## src/rtl/hanoi_move_sequencer.sv

```systemverilog
// Tower-of-Hanoi move sequencer: drives the fr/to move port of the peg
// register file, either solving the whole tower from peg 0 to peg 2 or
// forwarding single host moves that pass a legality check against a
// local shadow copy of ring positions.
//
// state | meaning
// IDLE  | host moves accepted; a start launches a solve when all rings are home
// RUN   | automatic solve in progress; one move presented per transfer
// DONE  | solve finished; done is high for this single cycle
module hanoi_move_sequencer #(
   parameter int S = 3
) (
   input  logic                     clk,
   input  logic                     rst,
   input  logic                     start,
   input  logic                     abort,
   input  logic                     host_valid,
   input  logic [1:0]               host_fr,
   input  logic [1:0]               host_to,
   output logic                     host_ready,
   output logic                     move_valid,
   input  logic                     move_ready,
   output logic [1:0]               move_fr,
   output logic [1:0]               move_to,
   output logic [$clog2(S+1)-1:0]   move_disk,
   output logic                     busy,
   output logic                     done,
   output logic                     cmd_err,
   output logic [S-1:0]             move_cnt
);

   localparam int DW = $clog2(S+1);
   localparam logic [S-1:0] K_ONE  = S'(1);
   localparam logic [S-1:0] K_LAST = {S{1'b1}};
   localparam logic [S:0]   ONE_W   = (S+1)'(1);
   localparam logic [S:0]   THREE_W = (S+1)'(3);

   typedef enum logic [1:0] {IDLE, RUN, DONE} state_t;

   state_t          state;
   logic [S-1:0]    k;
   logic [1:0]      pos [1:S];

   logic [DW-1:0]   top_of [4];
   logic [DW-1:0]   top_fr;
   logic [DW-1:0]   top_to;
   logic            all_home;
   logic            host_legal;
   logic            xfer;
   logic            abort_run;

   logic [S-1:0]    k_next;
   logic [S:0]      kk;
   logic [S:0]      gen_a;
   logic [S:0]      gen_b;
   logic [1:0]      gen_fr;
   logic [1:0]      gen_to;
   logic [DW-1:0]   gen_disk;
   logic            gen_found;

   function automatic logic [1:0] swap12(input logic [1:0] p);
      if (p == 2'd1)      swap12 = 2'd2;
      else if (p == 2'd2) swap12 = 2'd1;
      else                swap12 = p;
   endfunction

   assign xfer       = move_valid && move_ready;
   assign abort_run  = (state == RUN) && abort;
   assign host_ready = !rst && (state == IDLE) && !move_valid && !start;

   // Smallest ring on each peg (0 = empty); index 3 is never a valid peg and stays 0
   always_comb begin
      for (int p = 0; p < 4; p++) begin
         top_of[p] = '0;
         for (int d = S; d >= 1; d--) begin
            if (pos[d] == 2'(p)) top_of[p] = DW'(d);
         end
      end
   end

   // Host move legality and the all-rings-on-peg-0 precondition for a solve
   always_comb begin
      all_home = 1'b1;
      for (int d = 1; d <= S; d++) begin
         if (pos[d] != 2'd0) all_home = 1'b0;
      end
      top_fr     = top_of[host_fr];
      top_to     = top_of[host_to];
      host_legal = (host_fr != 2'd3) && (host_to != 2'd3) && (host_fr != host_to) &&
                   (top_fr != '0) && ((top_to == '0) || (top_to > top_fr));
   end

   // Closed-form generator for the next solve move; odd/even S differ only by a 1<->2 peg swap
   always_comb begin
      k_next    = (state == RUN) ? k + K_ONE : K_ONE;
      kk        = {1'b0, k_next};
      gen_a     = kk & (kk - ONE_W);
      gen_b     = (kk | (kk - ONE_W)) + ONE_W;
      gen_fr    = 2'(gen_a % THREE_W);
      gen_to    = 2'(gen_b % THREE_W);
      if ((S % 2) == 0) begin
         gen_fr = swap12(gen_fr);
         gen_to = swap12(gen_to);
      end
      gen_disk  = DW'(1);
      gen_found = 1'b0;
      for (int i = 0; i < S; i++) begin
         if (!gen_found) begin
            if (k_next[i]) gen_found = 1'b1;
            else           gen_disk  = gen_disk + DW'(1);
         end
      end
   end

   // Control FSM, registered move port and shadow ring positions
   always_ff @(posedge clk or posedge rst) begin
      if (rst) begin
         state      <= IDLE;
         k          <= '0;
         move_cnt   <= '0;
         move_valid <= 1'b0;
         move_fr    <= 2'd0;
         move_to    <= 2'd0;
         move_disk  <= '0;
         busy       <= 1'b0;
         done       <= 1'b0;
         cmd_err    <= 1'b0;
         for (int d = 1; d <= S; d++) pos[d] <= 2'd0;
      end else begin
         done    <= 1'b0;
         cmd_err <= 1'b0;
         // an aborted move is never handed over, so the shadow must not follow it
         if (xfer && !abort_run) pos[move_disk] <= move_to;
         unique case (state)
            IDLE: begin
               if (xfer) move_valid <= 1'b0;
               if (start) begin
                  if (!move_valid && all_home) begin
                     state      <= RUN;
                     busy       <= 1'b1;
                     k          <= K_ONE;
                     move_cnt   <= '0;
                     move_valid <= 1'b1;
                     move_fr    <= gen_fr;
                     move_to    <= gen_to;
                     move_disk  <= gen_disk;
                  end else begin
                     cmd_err <= 1'b1;
                  end
               end else if (host_valid && host_ready) begin
                  if (host_legal) begin
                     move_valid <= 1'b1;
                     move_fr    <= host_fr;
                     move_to    <= host_to;
                     move_disk  <= top_fr;
                  end else begin
                     cmd_err <= 1'b1;
                  end
               end
            end
            RUN: begin
               if (abort) begin
                  state      <= IDLE;
                  busy       <= 1'b0;
                  move_valid <= 1'b0;
               end else if (xfer) begin
                  move_cnt <= move_cnt + K_ONE;
                  if (k == K_LAST) begin
                     state      <= DONE;
                     busy       <= 1'b0;
                     done       <= 1'b1;
                     move_valid <= 1'b0;
                  end else begin
                     k         <= k_next;
                     move_fr   <= gen_fr;
                     move_to   <= gen_to;
                     move_disk <= gen_disk;
                  end
               end
            end
            DONE: begin
               state <= IDLE;
            end
            default: begin
               state <= IDLE;
            end
         endcase
      end
   end

endmodule

```

## config.mk

```make
export PLATFORM = sky130hd
export DESIGN_NAME = hanoi_move_sequencer
export DESIGN_NICKNAME = d
export VERILOG_FILES = /design/src/rtl/hanoi_move_sequencer.sv
export SDC_FILE = /design/constraint.sdc
export NUM_CORES = 1
export LEC_CHECK = 0
export ABC_AREA = 1
export BUFFER_PORTS_ARGS = -buffer_cell sky130_fd_sc_hd__buf_2
export CAP_MARGIN = 5
export CORE_ASPECT_RATIO = 1.75
export CORE_MARGIN = 4
export CORE_UTILIZATION = 45
export DETAILED_ROUTE_END_ITERATION = 6
export GPL_ROUTABILITY_DRIVEN = 0
export HOLD_SLACK_MARGIN = 0.03
export PLACE_DENSITY_LB_ADDON = 0.08
export SETUP_SLACK_MARGIN = 0.15
export SLEW_MARGIN = 20
export SYNTH_ARGS = -nofsm -noshare
export SYNTH_HDL_FRONTEND = slang
export SYNTH_SLANG_ARGS = --single-unit
```

## constraint.sdc

```tcl
create_clock -name clk -period 3 [get_ports clk]
set_input_delay 0.15 -clock clk [delete_from_list [all_inputs] [get_ports clk]]
set_output_delay 0.15 -clock clk [all_outputs]
set_load 0.005 [all_outputs]
```

==> impl_metrics.ini, run 1 <==
[drt]
postRouteAntennaNets = 0
first_iter_violations = 50
vias = 1503
drt_wl_total_um = 3860
drt-vias-per-instance = 4.99
drc = 0
dr.pass1.iters = 4
detail_route.wl_per_cell_um = 12.8

[floorplan]
dieArea_um2 = 4610
rows = 28
ioPinCount = 24
die_w_um = 53.1
initial_core_util_pct = 47.1
dieHeight_um = 86.9
core_area_um2 = 3400

[timing]
finalHoldViolCount = 0
final.setup.tns_ns = 0
max_freq_ghz = 0.477
clock_skew_ns = 0.00307
tightest_slew_ns = 0.920
period_minus_slack_ns = 2.10
rsz0062_at_grt = no
drv_slew = 0
setup-violations-final = 0
fin_crit_sh_pct = 69.9
timing.hold.ws_ns = 0.0853
slew_headroom_pct = 38.6

[worst_setup_path]
cp_common_cell = nand2_1
r2r_slack_ns = 0.90
critPathArrivalTime_ns = 2.26
crit_type = reg -> reg
critPathMaxStageDelay_ns = 0.46
cp_slowest_cell = dfrtp_1
worstSetupEndpointType = register
cp-start-kind = register
crit_required_ns = 3.17
crit_path_cell_trace = inv_2 > nor2_1 > nand2_1 > nand3_1 > nand2_1 > nand2_1 > nand2_2 > inv_1 > ha_1 > nand2_1 > o21ai_0 > nand2_1 > nand3_2 > nand2_4 > nand2_4 > nand2_1 > nand2_1
worst-path-max-fanout = 7

[power]
finalPower_mw = 1.60
peakVddDrop_v = 0.000490
p_per_area_nw_per_um2 = 870
p_leak_nw = 0.998

[grt]
overflow = 0
track_usage_pct = 18.8
grt_antenna_before_repair = 0
grt_pass1_vias = 1495
grt_max_degree = 25
grt_pass1_wl_um = 6520

[layout]
nFillCells = 372
layout-drive-gt1-share_pct = 17.6
regArea_um2 = 601
multi_input_area_um2 = 876
num_antenna_cells = 0
layout.nets = 272
areaGrowthSynthToFinish_pct = 15.2

[clock_network]
cts.reportedPaths.clkPinSlew_ns = 0.09
clock-root-buffer = clkbuf_8
cts.sink_count = 24
clockBufferDepth = 2
cts_tree = yes
cts_made_buffers = 3
cts_max_level = 1
cts-resized-gates = 0
cts_hold_buf = 0
post_cts_buffers = 0
clock_latency_ns = 0.27

[worst_hold_path]
hold_path_class = in -> async

[logic_synthesis]
synth_adder_area_share_pct = 3.91
synth-compound-area-share_pct = 12.0
synth-simple-area-share_pct = 37.2
syn_nets = 244
avgSynthCellArea_um2 = 6.99
yosysSeqAreaShare_pct = 37.5
synth.distinct_cells = 28
syn-cell-area_um2 = 1600
ys_ff_latch = 24
synth_top_family_by_area = simple AND/OR/NAND/NOR gates
synth-xor-area-share_pct = 1.64
netlist_instances = 229
synthMuxAreaShare_pct = 0
yosysWarningCount = 0

[run_status]
outcome = complete, no violations

[run]
cap_violations = 0

[placement]
dp_hpwl_um = 3150
port_buffers = 23
[cell families (layout without fill, tap and decap cells)]
logic type	count (synthesis)	in the layout
xor+xnor	3	3
flops	24	24
fa+ha+maj	5	5
compound gates	32	32
buf+inv	33	60
simple gates	132	132
[stage by stage]
| stage | area, µm² | worst slack [ns] | util, % | instances |
|---|---|---|---|---|
| 6_report | 1840 | 0.904 | 54.2 | 301 |
| 5_1_grt | 1840 | 0.661 | 54.2 | 301 |
| 4_1_cts | 1840 | 0.907 | 54.2 | 301 |
| 3_5_place_dp | 1770 | 0.931 | 52.1 | 297 |
| 3_3_place_gp | 1770 | 0.924 | 52.1 | 297 |
| 2_1_floorplan | 1600 | 1.13 | - | 229 |
[worst paths after layout]
path / start / endpoint / cells past startpoint
max in group asynchronous: rst / pos[2] / 2
min reg2reg: busy / busy / 2
min: rst / move_cnt[2] / 2
max reg2reg: pos[1] / move_to[0] / 17
max: pos[1] / move_to[0] / 17
min in group clk: abort / state[1] / 4
[routing by layer]
| layer | vias up | global-route usage, % | part of all wire (%) |
|---|---|---|---|
| met5 | - | 0 | 0 |
| met2 | 22 | 36.8 | 57 |
| li1 | 789 | - | - |
| met3 | 4 | 2.23 | 2.4 |
| met4 | 0 | 4.19 | 0.91 |
| met1 | 688 | 20.6 | 40 |
[registers in the layout, indices dropped and copies added (netlist names)]
| register | cells |
|---|---|
| pos | 6 |
| k | 3 |
| move_cnt | 3 |
| move_disk | 2 |
| move_fr | 2 |
| move_to | 2 |
| state | 2 |
| busy | 1 |
| cmd_err | 1 |
| done | 1 |
| move_valid | 1 |
[cells in the final DEF, fill, tap and decap left out, types with 4 or more instances in the layout]
master   instances
buf_2           23
dfrtp_1         24
ha_1             5
inv_1           30
nand2_1         76
nand3_1         27
nor2_1          14
o21ai_0         19
o21ai_1          4
[worst max-delay path: cells and delay by family (launching register included)]
kind,cells,cell delay (ns)
adder cells (fa/ha/maj),1,0.28
buffers and inverters,2,0.15
flip-flops,1,0.46
AND/OR/NAND/NOR,13,1.02
AO/OA/AOI/OAI,1,0.07
[cells in the mapped netlist (all sizes together)]
cell type | count | area (µm²)
o31ai | 2 | 20.0
or2 | 1 | 6.26
inv | 33 | 124
xor2 | 1 | 8.76
o22ai | 1 | 6.26
ha | 5 | 62.6
xnor2 | 2 | 17.5
nor3 | 4 | 25.0
o211ai | 1 | 7.51
a21oi | 3 | 26.3
nand3 | 29 | 155
nor2 | 16 | 70.1
dfrtp | 24 | 601
o21a | 1 | 7.51
nand2 | 81 | 327
nor4 | 1 | 12.5
o21ai | 24 | 124
[cell type report]
class	count	area share (%)
timing repair buffer	23	6.25
inverter	33	6.72
multi-input combinational	172	47.5
sequential	24	32.6
tap	45	3.05
clock inverter	1	1.63
clock buffer	3	2.24
[where the power goes]
part	leakage [nW]	switching (mW)	internal, mW
combinational	0.649	0.496	0.285
sequential	0.314	0.105	0.429
clock	0.0357	0.110	0.179
No activity file was read; power rests on OpenSTA's default activity.
==> run 2: changes to the inputs <==
clock period = 1.9 ns   (was 3 ns; I/O delays follow)
==> run 2 against run 1 <==
Net effect:
- the run now ends with negative setup slack left
- clock power is 53% higher
- fmax is 3.5% higher
- die area did not move
- critical path depth down 1
- via count is 9.3% higher
- non-clock buffer count grew 23
- sequential power grew 62%
- setup slack worse by 1.0 ns
- power rose by 93%
- final area increased by 20%
- clock-buffer cell count unchanged
- critical endpoint is now move_fr[0]
==> impl_metrics.ini, run 2 (synthesis results as in run 1) <==
[timing]
final.setup.tns_ns = -0.851
slew_headroom_pct = 73.8
timing.final.ws_setup_ns = -0.125
setup-violations-final = 8
period_minus_slack_ns = 2.03
max_freq_ghz = 0.494
rsz0062_at_grt = yes
finalHoldViolCount = 0
drv_slew = 0
fin_crit_sh_pct = 107
tightest_slew_ns = 0.390
clock_skew_ns = 0.00395

[placement]
place_ws_ns = -0.160
port_buffers = 23
dp_hpwl_um = 3290

[layout]
layout_common_cells = nand2_1 (55), inv_1 (23), buf_2 (23)
layout.nets = 295
nFillCells = 329
top_register = pos
final_util_pct = 65.2
areaGrowthSynthToFinish_pct = 38.5
regArea_um2 = 607
num_antenna_cells = 0
multi_input_area_um2 = 1050
mostFrequentLayoutCell = nand2_1
reg_top3 = pos (6), k (3), move_cnt (3)
layout-drive-gt1-share_pct = 41.2
largest_register_ffs = 6

[power]
peakVddDrop_v = 0.000960
p_per_area_nw_per_um2 = 1400
p_leak_nw = 1.13
finalPower_mw = 3.10

[worst_setup_path]
critPathArrivalTime_ns = 2.19
crit_required_ns = 2.06
crit_type = reg -> reg
worst-path-max-fanout = 7
worstSetupEndpointType = register
cp-start-kind = register

[clock_network]
cts.reportedPaths.clkPinSlew_ns = 0.08
cts_made_buffers = 3
cts.sink_count = 24
clock-root-buffer = clkbuf_8
clockBufferDepth = 2
cts_tree = yes
clock_latency_ns = 0.27
cts_max_level = 1

[grt]
grt_pass1_wl_um = 6820
track_usage_pct = 19.8
overflow = 0
grt_max_degree = 25
grt_antenna_before_repair = 0
grt_pass1_vias = 1571

[drt]
detail_route.wl_per_cell_um = 13.3
vias = 1643
drc = 0
drt_wl_total_um = 4300
postRouteAntennaNets = 0
first_iter_violations = 51
dr.pass1.iters = 4
drt-vias-per-instance = 5.07

[floorplan]
rows = 28
core_area_um2 = 3400
ioPinCount = 24
initial_core_util_pct = 47.1
dieArea_um2 = 4610
dieHeight_um = 86.9
die_w_um = 53.1

[run_status]
outcome = finished with violations
violations = negative setup slack

[worst_hold_path]
hold_path_class = in -> reg

[run]
cap_violations = 0
## run 2: final timing paths
path                       startpoint    endpoint  slack [ns]  cells after the start
hold reg to reg                  busy        busy        0.47                      2
max in group asynchronous         rst      pos[1]        1.22                      4
hold / removal                  abort    state[1]        0.17                      4
setup / recovery               pos[0]  move_fr[0]       -0.13                     16
min in group asynchronous         rst        k[1]        0.42                      4
setup reg to reg               pos[0]  move_fr[0]       -0.13                     16
## run 2: area by class of cell
cell class / count / share of cell area (%)
Clock inverter: 1 / 1.36
Timing Repair Buffer: 46 / 13.9
Sequential cell: 24 / 27.4
Tap cell: 45 / 2.54
Multi-Input combinational cell: 172 / 47.3
Inverter: 33 / 5.59
Clock buffer: 3 / 1.86
## run 2: metrics by stage
| stage | cells | hold WS (ns) | instance area (µm²) |
|---|---|---|---|
| 3_5_place_dp | 308 | 0.170 | 1870 |
| 2_1_floorplan | 229 | 0.110 | 1620 |
| 3_3_place_gp | 308 | 0.172 | 1870 |
| 5_1_grt | 324 | 0.191 | 2220 |
| 6_report | 324 | 0.172 | 2220 |
| 4_1_cts | 321 | 0.171 | 2100 |
## run 2: worst max-delay path, stage by stage (launching register included)
cell	delay [ns]
dfrtp_2	0.47
inv_2	0.11
nand2_2	0.05
nand2_2	0.08
nand3_1	0.07
nand3_1	0.09
nand2_2	0.08
ha_4	0.27
inv_2	0.04
nor2_2	0.09
o21ai_2	0.07
nand2_4	0.07
nand3_4	0.09
nand2_4	0.13
nand2_4	0.08
nand2_1	0.07
nand2_1	0.05
## run 2: routing by layer
layer,vias up,routed length [µm],global-route usage (%)
met5,-,0,0
met4,0,79,4.88
met3,8,132,2.23
met2,35,2540,39.8
met1,765,1550,20.5
li1,835,-,-
## run 2: report_power, final
part           total (mW)  internal (mW)  switching, mW
combinational        1.79          0.775           1.01
sequential          0.865          0.684          0.181
clock               0.442          0.282          0.161
total                3.10           1.74           1.36
## run 2: repair_timing
action                                 4_1_cts  5_1_grt
endpoints found under the hold margin       24        0
hold buffers                                 1        0
setup buffers                                8        3
pin swaps                                   17        9
setup endpoints to repair                   11       16
resized for setup                           23       29
==> run 3: changes to the inputs <==
CORE_ASPECT_RATIO = 0.9   (was 1.75)
SETUP_SLACK_MARGIN = 0.02   (was 0.15)
==> run 3 against run 2 <==
Net effect:
- utilization fell by 0.50 points
- clock skew is 0.0016 ns lower
- largest cell class unchanged
- via count grew 0.37%
- critical path depth did not move
- flip-flop and latch count unchanged
- critical path type unchanged
- fmax decreased by 1.9%
- first-iteration DRC count rose to 3.3 times the previous value
- clock-buffer cell count unchanged
- sequential share of layout area up 0.11 points
- the flow still finishes with violations (negative setup slack)
==> impl_metrics.ini, run 3 (synthesis results as in run 1) <==
[floorplan]
initial_core_util_pct = 47.0
dieHeight_um = 64.6
die_w_um = 70.9
dieArea_um2 = 4580
core_area_um2 = 3400
rows = 20
ioPinCount = 24

[grt]
grt_pass1_vias = 1385
overflow = 0
grt_antenna_before_repair = 0
grt_max_degree = 21
grt_pass1_wl_um = 6530
track_usage_pct = 18.2

[layout]
largest_register_ffs = 6
layout-drive-gt1-share_pct = 40.4
final_util_pct = 64.7
areaGrowthSynthToFinish_pct = 37.6
nFillCells = 300
layout_common_cells = nand2_1 (55), inv_1 (23), buf_2 (23)
multi_input_area_um2 = 1040
num_antenna_cells = 0
regArea_um2 = 606
layout.nets = 296
top_register = pos
mostFrequentLayoutCell = nand2_1
reg_top3 = pos (6), k (3), move_cnt (3)

[worst_setup_path]
worst-path-max-fanout = 7
crit_required_ns = 2.07
crit_type = reg -> reg
worstSetupEndpointType = register
critPathArrivalTime_ns = 2.24
cp-start-kind = register

[timing]
finalHoldViolCount = 0
tightest_slew_ns = 0.415
fin_crit_sh_pct = 109
clock_skew_ns = 0.00239
max_freq_ghz = 0.485
timing.final.ws_setup_ns = -0.164
setup-violations-final = 8
drv_slew = 0
slew_headroom_pct = 72.1
rsz0062_at_grt = yes
period_minus_slack_ns = 2.06

[clock_network]
cts.reportedPaths.clkPinSlew_ns = 0.08
clock-root-buffer = clkbuf_8
cts_made_buffers = 3
clockBufferDepth = 2
cts.sink_count = 24
clock_latency_ns = 0.28
cts_max_level = 1
cts_tree = yes

[worst_hold_path]
hold_path_class = in -> reg

[placement]
dp_hpwl_um = 2990
place_ws_ns = -0.152
port_buffers = 23

[drt]
drc = 0
detail_route.wl_per_cell_um = 13.3
drt-vias-per-instance = 5.09
postRouteAntennaNets = 0
first_iter_violations = 169
drt_wl_total_um = 4320
vias = 1649
dr.pass1.iters = 4

[run_status]
violations = negative setup slack
outcome = finished with violations

[power]
p_per_area_nw_per_um2 = 1400
p_leak_nw = 1.14
peakVddDrop_v = 0.000767

[run]
cap_violations = 0
==> run 3: critical path, stage by stage (launching register included) <==
cell,delay (ns)
dfrtp_2,0.45
inv_2,0.10
nand2_2,0.08
nand2_2,0.09
nand3_2,0.07
nand3_2,0.09
nand2_2,0.08
ha_4,0.27
inv_2,0.03
nor2_1,0.08
o21ai_1,0.06
nand2_1,0.11
nand3_2,0.11
nand2_4,0.12
nand2_4,0.09
nand2_2,0.08
nand2_2,0.05
==> run 3: routing by layer <==
layer | track usage, % | vias to the layer above | wire length [µm]
met2 | 26.7 | 39 | 1940
met1 | 27.0 | 762 | 2120
met3 | 4.03 | 9 | 183
li1 | - | 839 | -
met5 | 0 | - | 0
met4 | 4.23 | 0 | 83
==> run 3: final timing paths <==
path | startpoint | to | slack [ns] | depth (start not counted)
max | pos[1] | move_disk[0] | -0.16 | 16
min | abort | state[1] | 0.16 | 4
max reg2reg | pos[1] | move_disk[0] | -0.16 | 16
min reg2reg | busy | busy | 0.48 | 2
max in group asynchronous | rst | pos[5] | 1.12 | 4
min in group asynchronous | rst | done | 0.26 | 3
==> run 3: where the power goes <==
part / internal, mW / switching (mW) / leakage [nW]
clock network: 0.282 / 0.171 / 0.0357
logic: 0.764 / 0.999 / 0.795
registers: 0.684 / 0.191 / 0.308
==> run 3: timing repair <==
item,4_1_cts,5_1_grt
endpoints found under the setup margin,8,12
buffers inserted,2,8
hold buffers,1,0
pin swaps,12,19
gates resized for setup,17,38
hold endpoints to repair,24,0
==> run 3: area by class of cell <==
| cell class | instances | area share, % |
|---|---|---|
| inverter | 33 | 5.74 |
| tap | 44 | 2.50 |
| timing repair buffer | 47 | 13.9 |
| sequential | 24 | 27.5 |
| clock buffer | 3 | 1.88 |
| multi-input combinational | 172 | 47.2 |
| clock inverter | 1 | 1.36 |
==> run 3: metrics by stage <==
stage	cells	hold slack [ns]	instance area [µm²]	power [mW]	TNS [ns]
final	324	0.156	2200	3.09	-1.16
after global routing	324	0.182	2200	3.36	-2.06
after CTS	317	0.161	2010	2.72	-0.621
after detailed placement	310	0.0181	1880	2.18	-1.00
after global placement	310	0.0123	1880	2.18	-0.684
after floorplan	229	0.110	1600	1.73	0
